--- src/rtl/cmd_ctrl.sv ---
// Two-button command front end: synchronise, debounce and edge-detect each button,
// then turn every fresh press into a fixed-length command on cmd/cmd_valid.
module cmd_ctrl #(
    parameter int DB_CYCLES   = 16,
    parameter int HOLD_CYCLES = 8
) (
    input  logic       clk,
    input  logic       rst,
    input  logic [1:0] btn,
    output logic [1:0] cmd,
    output logic       cmd_valid
);

    localparam int            CW        = (DB_CYCLES > 2) ? $clog2(DB_CYCLES) : 1;
    localparam logic [CW-1:0] DB_MAX    = CW'(DB_CYCLES - 1);
    localparam logic [7:0]    HOLD_LOAD = 8'(HOLD_CYCLES - 1);

    typedef enum logic {
        S_IDLE = 1'b0,
        S_HOLD = 1'b1
    } state_t;

    logic [1:0]         r_sync1;
    logic [1:0]         r_sync2;
    logic [1:0]         r_db;
    logic [1:0]         r_db_prev;
    logic [1:0]         w_db_nxt;
    logic [1:0]         w_press;
    logic [1:0][CW-1:0] r_cnt;
    logic [1:0][CW-1:0] w_cnt_nxt;
    state_t             r_state;
    state_t             w_state_nxt;
    logic [7:0]         r_hcnt;
    logic [7:0]         w_hcnt_nxt;
    logic [1:0]         r_cmd;
    logic [1:0]         w_cmd_nxt;
    logic               r_cmd_valid;
    logic               w_cmd_valid_nxt;

    always_ff @(posedge clk or posedge rst) begin
        if (rst) begin
            r_sync1   <= 2'b00;
            r_sync2   <= 2'b00;
            r_db      <= 2'b00;
            r_db_prev <= 2'b00;
            r_cnt     <= '0;
        end else begin
            r_sync1   <= btn;
            r_sync2   <= r_sync1;
            r_db      <= w_db_nxt;
            r_db_prev <= r_db;
            r_cnt     <= w_cnt_nxt;
        end
    end

    // The debounced level flips only after DB_CYCLES consecutive disagreeing samples.
    always_comb begin
        w_db_nxt  = r_db;
        w_cnt_nxt = r_cnt;
        for (int i = 0; i < 2; i++) begin
            if (r_sync2[i] == r_db[i]) begin
                w_cnt_nxt[i] = '0;
            end else if (r_cnt[i] == DB_MAX) begin
                w_db_nxt[i]  = ~r_db[i];
                w_cnt_nxt[i] = '0;
            end else begin
                w_cnt_nxt[i] = r_cnt[i] + CW'(1'b1);
            end
        end
    end

    assign w_press = r_db & ~r_db_prev;

    always_ff @(posedge clk or posedge rst) begin
        if (rst) begin
            r_state     <= S_IDLE;
            r_hcnt      <= 8'd0;
            r_cmd       <= 2'b00;
            r_cmd_valid <= 1'b0;
        end else begin
            r_state     <= w_state_nxt;
            r_hcnt      <= w_hcnt_nxt;
            r_cmd       <= w_cmd_nxt;
            r_cmd_valid <= w_cmd_valid_nxt;
        end
    end

    // Presses seen while holding are dropped, never queued.
    always_comb begin
        w_state_nxt     = r_state;
        w_hcnt_nxt      = r_hcnt;
        w_cmd_nxt       = r_cmd;
        w_cmd_valid_nxt = r_cmd_valid;
        case (r_state)
            S_IDLE: begin
                if (|w_press) begin
                    w_state_nxt     = S_HOLD;
                    w_hcnt_nxt      = HOLD_LOAD;
                    w_cmd_nxt       = r_db;
                    w_cmd_valid_nxt = 1'b1;
                end else begin
                    w_hcnt_nxt      = 8'd0;
                    w_cmd_nxt       = 2'b00;
                    w_cmd_valid_nxt = 1'b0;
                end
            end
            S_HOLD: begin
                if (r_hcnt == 8'd0) begin
                    w_state_nxt     = S_IDLE;
                    w_cmd_nxt       = 2'b00;
                    w_cmd_valid_nxt = 1'b0;
                end else begin
                    w_hcnt_nxt = r_hcnt - 8'd1;
                end
            end
            default: begin
                w_state_nxt     = S_IDLE;
                w_hcnt_nxt      = 8'd0;
                w_cmd_nxt       = 2'b00;
                w_cmd_valid_nxt = 1'b0;
            end
        endcase
    end

    assign cmd       = r_cmd;
    assign cmd_valid = r_cmd_valid;

endmodule
--- config.mk ---
export PLATFORM = sky130hd
export DESIGN_NAME = cmd_ctrl
export DESIGN_NICKNAME = d
export VERILOG_FILES = /design/src/rtl/cmd_ctrl.sv
export SDC_FILE = /design/constraint.sdc
export NUM_CORES = 1
export LEC_CHECK = 0
export ABC_AREA = 1
export CAP_MARGIN = 30
export CORE_MARGIN = 4
export CORE_UTILIZATION = 51
export DETAILED_ROUTE_END_ITERATION = 16
export HOLD_SLACK_MARGIN = 0.05
export MAX_ROUTING_LAYER = met4
export PLACE_DENSITY = 0.72
export SYNTH_ARGS = -nofsm -noshare
export SYNTH_HDL_FRONTEND = slang
export SYNTH_SLANG_ARGS = --single-unit
--- constraint.sdc ---
create_clock -name clk -period 1.11 [get_ports clk]
set_input_delay 0.222 -clock clk [delete_from_list [all_inputs] [get_ports clk]]
set_output_delay 0.222 -clock clk [all_outputs]
set_load 0.005 [all_outputs]
==> results.yml <==
floorplan:
  chipWidth_um: 57.5
  die_y_um: 57.5
  core_um2: 2280
  rows: 17
  ios: 7
  start_util_pct: 54.8
  die_area_um2: 3300
global_route:
  antenna_found_initial: 0
  met3_usage_pct: 3.17
  overflow: 0
  grt_max_degree: 29
  met2_usage_pct: 31.8
  track_usage_pct: 18.7
  grt_pass1_vias: 1079
  grt.busiest_layer: "met2"
  grt_first_pass_wirelength_um: 4630
  grt_use_met1_pct: 21.0
synth:
  synth_area_um2: 1250
  ys_seq_elements: 28
  synth_seq_area_share_pct: 56.2
  synth_cell_types: 18
  syn-num-nets: 145
  syn_area_per_cell_um2: 9.11
  yosys_warnings: 0
  synthCells: 137
sta:
  final-hold-violation-count: 0
  setup_viol: 13
  timing.final.crit_share_pct: 116
  rsz0062_at_grt: "true"
  setup_ws_ns: -0.183
  fmax_mhz: 774
  fin_hold_ws_ns: 0.205
  slew_headroom_pct: 80.3
  worst_pin_slew_ns: 0.292
  finalCriticalPeriod_ns: 1.29
  skew_ns: 0.00280
  slew_viol_final: 0
  tns_ns: -1.48
detailed_routing:
  wl_um: 2640
  wl_per_cell_um: 13.4
  first_pass_iters: 5
  routed-via-count: 1028
  first_iter_violations: 20
  via_per_inst: 5.24
  ant_nets: 0
  drc: 0
hold_path:
  hp-class: "input pin to asynchronous set/reset pin"
final_layout:
  fin_util_pct: 71.8
  layout-drive-gt1-share_pct: 32.1
  finalNetCount: 177
  area_delta_synth_final_pct: 31.0
  antennaDiodeCount: 0
worst_setup_path:
  critPathKind: "flop to flop"
  worstPathArrival_ns: 1.54
  required_ns: 1.36
  end_kind: "flop"
  crit_fanout: 4
  startpoint_type: "flop"
power:
  power_density_nw_per_um2: 1150
  p_leak_uw: 0.000841
  finalPower_uw: 1880
  ir_worst_vdd_v: 0.00111
clock_network:
  htreeDepth: 1
  clk_latency_ns: 0.34
  cts_tree: "yes"
  cts_hold_buf: 0
  cts.clk_slew.worst_paths_ns: 0.16
  clock_sinks: 28
  cts_root_buf: "clkbuf_4"
  cts_buffers: 3
  clockBufferDepth: 2
place:
  io_buffers: 6
  place.gp.congestion: 0.805
  dp_worst_setup_slack_ns: -0.135
  hpwl_um: 1780
run_status:
  violations: "setup timing"
  status: "finished, violations left"
run:
  drv_cap: 0
==> cell usage in the layout, fill, tap and decap left out, drive strengths merged <==
cell	synthesis	routed
a21oi	2	2
buf	0	23
bufinv	0	1
clkbuf	0	4
clkdlybuf4s50	0	3
dfrtp	28	28
ha	4	4
inv	20	20
mux2	1	1
nand2	25	25
nand3	8	8
nand4	2	2
nor2	29	29
nor3b	1	1
o21ai	10	10
o21bai	1	1
xnor2	4	4
xor2	2	2
==> report_power, final <==
part	internal, uW	total (uW)	leakage (uW)	switching, uW
Sequential	1050	1070	0.000375	21.6
Combinational	65.1	130	0.000438	64.8
Clock	366	686	0.0000279	320
==> state kept, by name, summed over array words and instances (netlist names) <==
| name | flops |
|---|---|
| r_hcnt | 8 |
| r_cnt | 8 |
| r_sync1 | 2 |
| r_db_prev | 2 |
| r_state | 1 |
| cmd_valid | 1 |
| cmd | 2 |
| r_db | 2 |
| r_sync2 | 2 |
==> cells in the mapped netlist (all sizes together) <==
cell | instances | area [um^2]
nand4 | 2 | 12.5
nand2 | 25 | 96.4
xnor2 | 4 | 35.0
o21ai | 10 | 50.1
nor3b | 1 | 7.51
o21bai | 1 | 7.51
nand3 | 8 | 40.0
mux2 | 1 | 11.3
ha | 4 | 50.1
xor2 | 2 | 17.5
inv | 20 | 75.1
a21oi | 2 | 10.0
nor2 | 29 | 134
dfrtp | 28 | 701
==> final timing paths <==
kind,from,depth (start not counted),end,slack (ns)
min in group clk,btn[0],1,r_sync1[0],0.31
max reg2reg,r_hcnt[1],6,r_hcnt[1],-0.18
max in group asynchronous,rst,3,r_hcnt[2],0.74
max,r_hcnt[1],6,r_hcnt[1],-0.18
min reg2reg,r_sync1[0],0,r_sync2[0],0.38
min,rst,3,r_sync1[1],0.20
==> cell type report <==
class / instances / area [um^2]
Sequential cell: 28 / 702
Fill cell: 151 / 642
Multi-Input combinational cell: 89 / 554
Timing Repair Buffer: 27 / 215
Inverter: 20 / 75.1
Tap cell: 28 / 35.0
Clock inverter: 1 / 30.0
Clock buffer: 3 / 22.5
==> kinds of logic after synthesis <==
logic type / after synthesis / share of synthesized area, %
and+or+nand+nor: 65 / 23.3
DFF: 28 / 56.2
buffers and inverters: 20 / 6.02
AOI/OAI and AO/OA: 13 / 5.42
xor gates and xnor gates: 6 / 4.21
adders and majority gates: 4 / 4.01
muxes: 1 / 0.903
==> per-stage QoR <==
step	cells	area, um^2
2_1_floorplan	137	1270
3_3_place_gp	186	1490
3_5_place_dp	186	1490
4_1_cts	192	1570
5_1_grt	196	1630
6_report	196	1630
==> layer usage <==
layer	vias up	routed length [um]
met5	-	0
met4	0	46
met3	6	98
met2	22	1380
met1	508	1110
li1	492	-
==> worst max-delay path, cell delays in order, from the launching register on <==
cell and delay (ns):
dfrtp_1 0.44, inv_2 0.10, ha_4 0.14, nor3b_2 0.14, nand4_1 0.21, nand2_1 0.11
nand2_1 0.06
==> what timing repair did <==
item | in CTS | in global routing
buffers inserted | 2 | 5
gates resized for setup | 16 | 13
setup endpoints to repair | 17 | 21
pin swaps | 4 | 11
No activity file was read; power rests on OpenSTA's default activity.
==> RTL change: new RTL, config.mk and constraints unchanged <==
Put one more register stage on the output `cmd_valid`, cleared by the reset. The value now appears one clock later. The other outputs are not delayed to match.
--- a/src/rtl/cmd_ctrl.sv
+++ b/src/rtl/cmd_ctrl.sv
@@ -123,6 +123,12 @@
     end
 
     assign cmd       = r_cmd;
-    assign cmd_valid = r_cmd_valid;
+    always_ff @(posedge clk or posedge rst) begin
+        if (rst) begin
+            cmd_valid <= '0;
+        end else begin
+            cmd_valid <= r_cmd_valid;
+        end
+    end
 
 endmodule
Formal check against the unedited RTL: no difference found for any inputs over 10 cycles, from zero or initial values and one cycle with rst high; that may be too few to reach the edited logic, so the function may still have changed.
==> RTL change against the unedited design <==
Die area grew 1.7%; largest cell class unchanged; worst hold slack gained 12 ps; synthesized area up 2.0%; clock skew increased by 3.9 ps; total power is 3.8% higher; worst setup slack got worse by 15 ps; wire length is 5.2% higher; design area grew 5.6%; sequential cell count grew 1; the flow still finishes with violations (negative setup slack); utilization is 3.3 points higher.
==> RTL change: results (changes against the unedited design) <==
* Outcome: finished, violations left
* Violated checks: negative setup slack
* Pre-antenna DRT Iters at 4 (-1)
* Port Buffers at 6 (unchanged)
* Relative slew margins at 0.814 (+0.0113)
* Worst Skew at 6.68 ps (+3.88 ps)
* Arrival @ worst endpoint at 1580 ps (+40 ps)
* Finish-stage setup viols at 12 (-1)
* Antenna violations before repair at 0 (unchanged)
* GPL Wtd Cong at 0.864 (+7.3%)
* Number of buffers created by CTS at 5 (+2)
* Setup WS post-layout at -198 ps (-15.5 ps)
* DP Wirelength at 1780 µm (-0.30%)
* WL/cell at 13.5 µm (+0.58%)
* Top cells by count, synth: dfrtp_1 (29), nor2_1 (25), nand2_1 (24)
* DP Area at 0.00152 mm² (+2.2%)
* Synth Net Count at 146 (+0.69%)
* Top Registers: r_cnt x8, r_hcnt x8
* Largest net degree at the start of global routing at 30 (+3.4%)
* Starting DRC count in detailed routing at 56 (+180%)
* GRT Overall Usage at 0.185 (-0.00202)
* First-pass GRT wire length at 4430 µm (-4.3%)
* Area contributors post-synth: dfrtp_1 (57%), nor2_1 (7.4%), nand2_1 (7.1%), inv_1 (5.6%), ha_1 (3.9%)
* Lkg Pwr at 0.897 nW (+6.7%)
* Clock-pin slew on the worst setup and hold paths at 90 ps (-70 ps)
* Layout fillers at 167 (+11%)
* Seq/Total Area, Yosys at 0.570 (+0.00862)
* Peak supply drop at 0.852 mV (-23%)
* CP max FO at 5 (+1)
* Vias at 1044 (+1.6%)
* Pwr dens at 1130 mW/mm² (-1.7%)
* Number of global-route vias before repair at 1077 (-0.19%)
* Share of layout cells above drive strength 1 at 0.350 (+0.0289)
* Nets at 184 (+4.0%)
* # H-tree levels at 2 (+1)
* Setup TNS at -1770 ps (-290 ps)
[RTL change: critical path, stage by stage, from the launching register on]
cell,delay (ps)
dfrtp_1,410
inv_2,110
ha_4,140
nand2_2,60
nor2_4,220
inv_2,100
nor2_4,100
nand2_1,60
nand2_1,60
[RTL change: layer usage]
| metal | global-route usage | share of wire | vias to the layer above |
|---|---|---|---|
| li1 | - | - | 504 |
| met2 | 0.326 | 0.56 | 20 |
| met1 | 0.170 | 0.37 | 508 |
| met5 | - | 0 | - |
| met3 | 0.0601 | 0.034 | 12 |
| met4 | 0.116 | 0.031 | 0 |
[RTL change: worst paths after layout]
| kind | start | endpoint | depth (start not counted) |
|---|---|---|---|
| max | r_hcnt[0] | r_hcnt[1] | 8 |
| max reg2reg | r_hcnt[0] | r_hcnt[1] | 8 |
| min in group clk | btn[0] | r_sync1[0] | 1 |
| max in group asynchronous | rst | r_hcnt[2] | 3 |
| min reg2reg | r_sync1[1] | r_sync2[1] | 0 |
| min | rst | r_cnt[4] | 3 |
[RTL change: where the power goes]
group	internal, mW	switching, mW
clock network	0.366	0.358
logic	0.0619	0.0654
registers	1.08	0.0215
total	1.51	0.445
[RTL change: logic make-up after synthesis]
kind of cell,share of synthesized area
buffers and inverters,0.0590
flip-flops,0.570
AO/OA/AOI/OAI,0.0531
multiplexers,0.00885
AND/OR/NAND/NOR,0.228
adder cells (fa/ha/maj),0.0393
XOR/XNOR,0.0413
[RTL change: per-stage QoR]
| stage | power [mW] | std cells | hold WS (ps) | setup slack (ps) |
|---|---|---|---|---|
| floorplan | 1.18 | 138 | 253 | -11.2 |
| detailed placement | 1.23 | 188 | 336 | -147 |
| global placement | 1.23 | 188 | 336 | -78.3 |
| finish | 1.96 | 205 | 217 | -198 |
| CTS | 1.96 | 200 | 217 | -149 |
| global route | 2.04 | 205 | 234 | -261 |
[RTL change: cell type report]
class	instances	area share
Clock inverter	1	0.00290
Tap cell	28	0.0203
Timing Repair Buffer	31	0.144
Sequential cell	29	0.421
Clock buffer	7	0.0377
Inverter	20	0.0435
Multi-Input combinational cell	89	0.330
[RTL change: timing repair]
action                                 4_1_cts  5_1_grt
cloned                                       0        0
setup buffers                                4        5
pin swaps                                    5        5
resized for setup                           15       19
setup endpoints to repair                   17       17
endpoints found under the hold margin        0        0
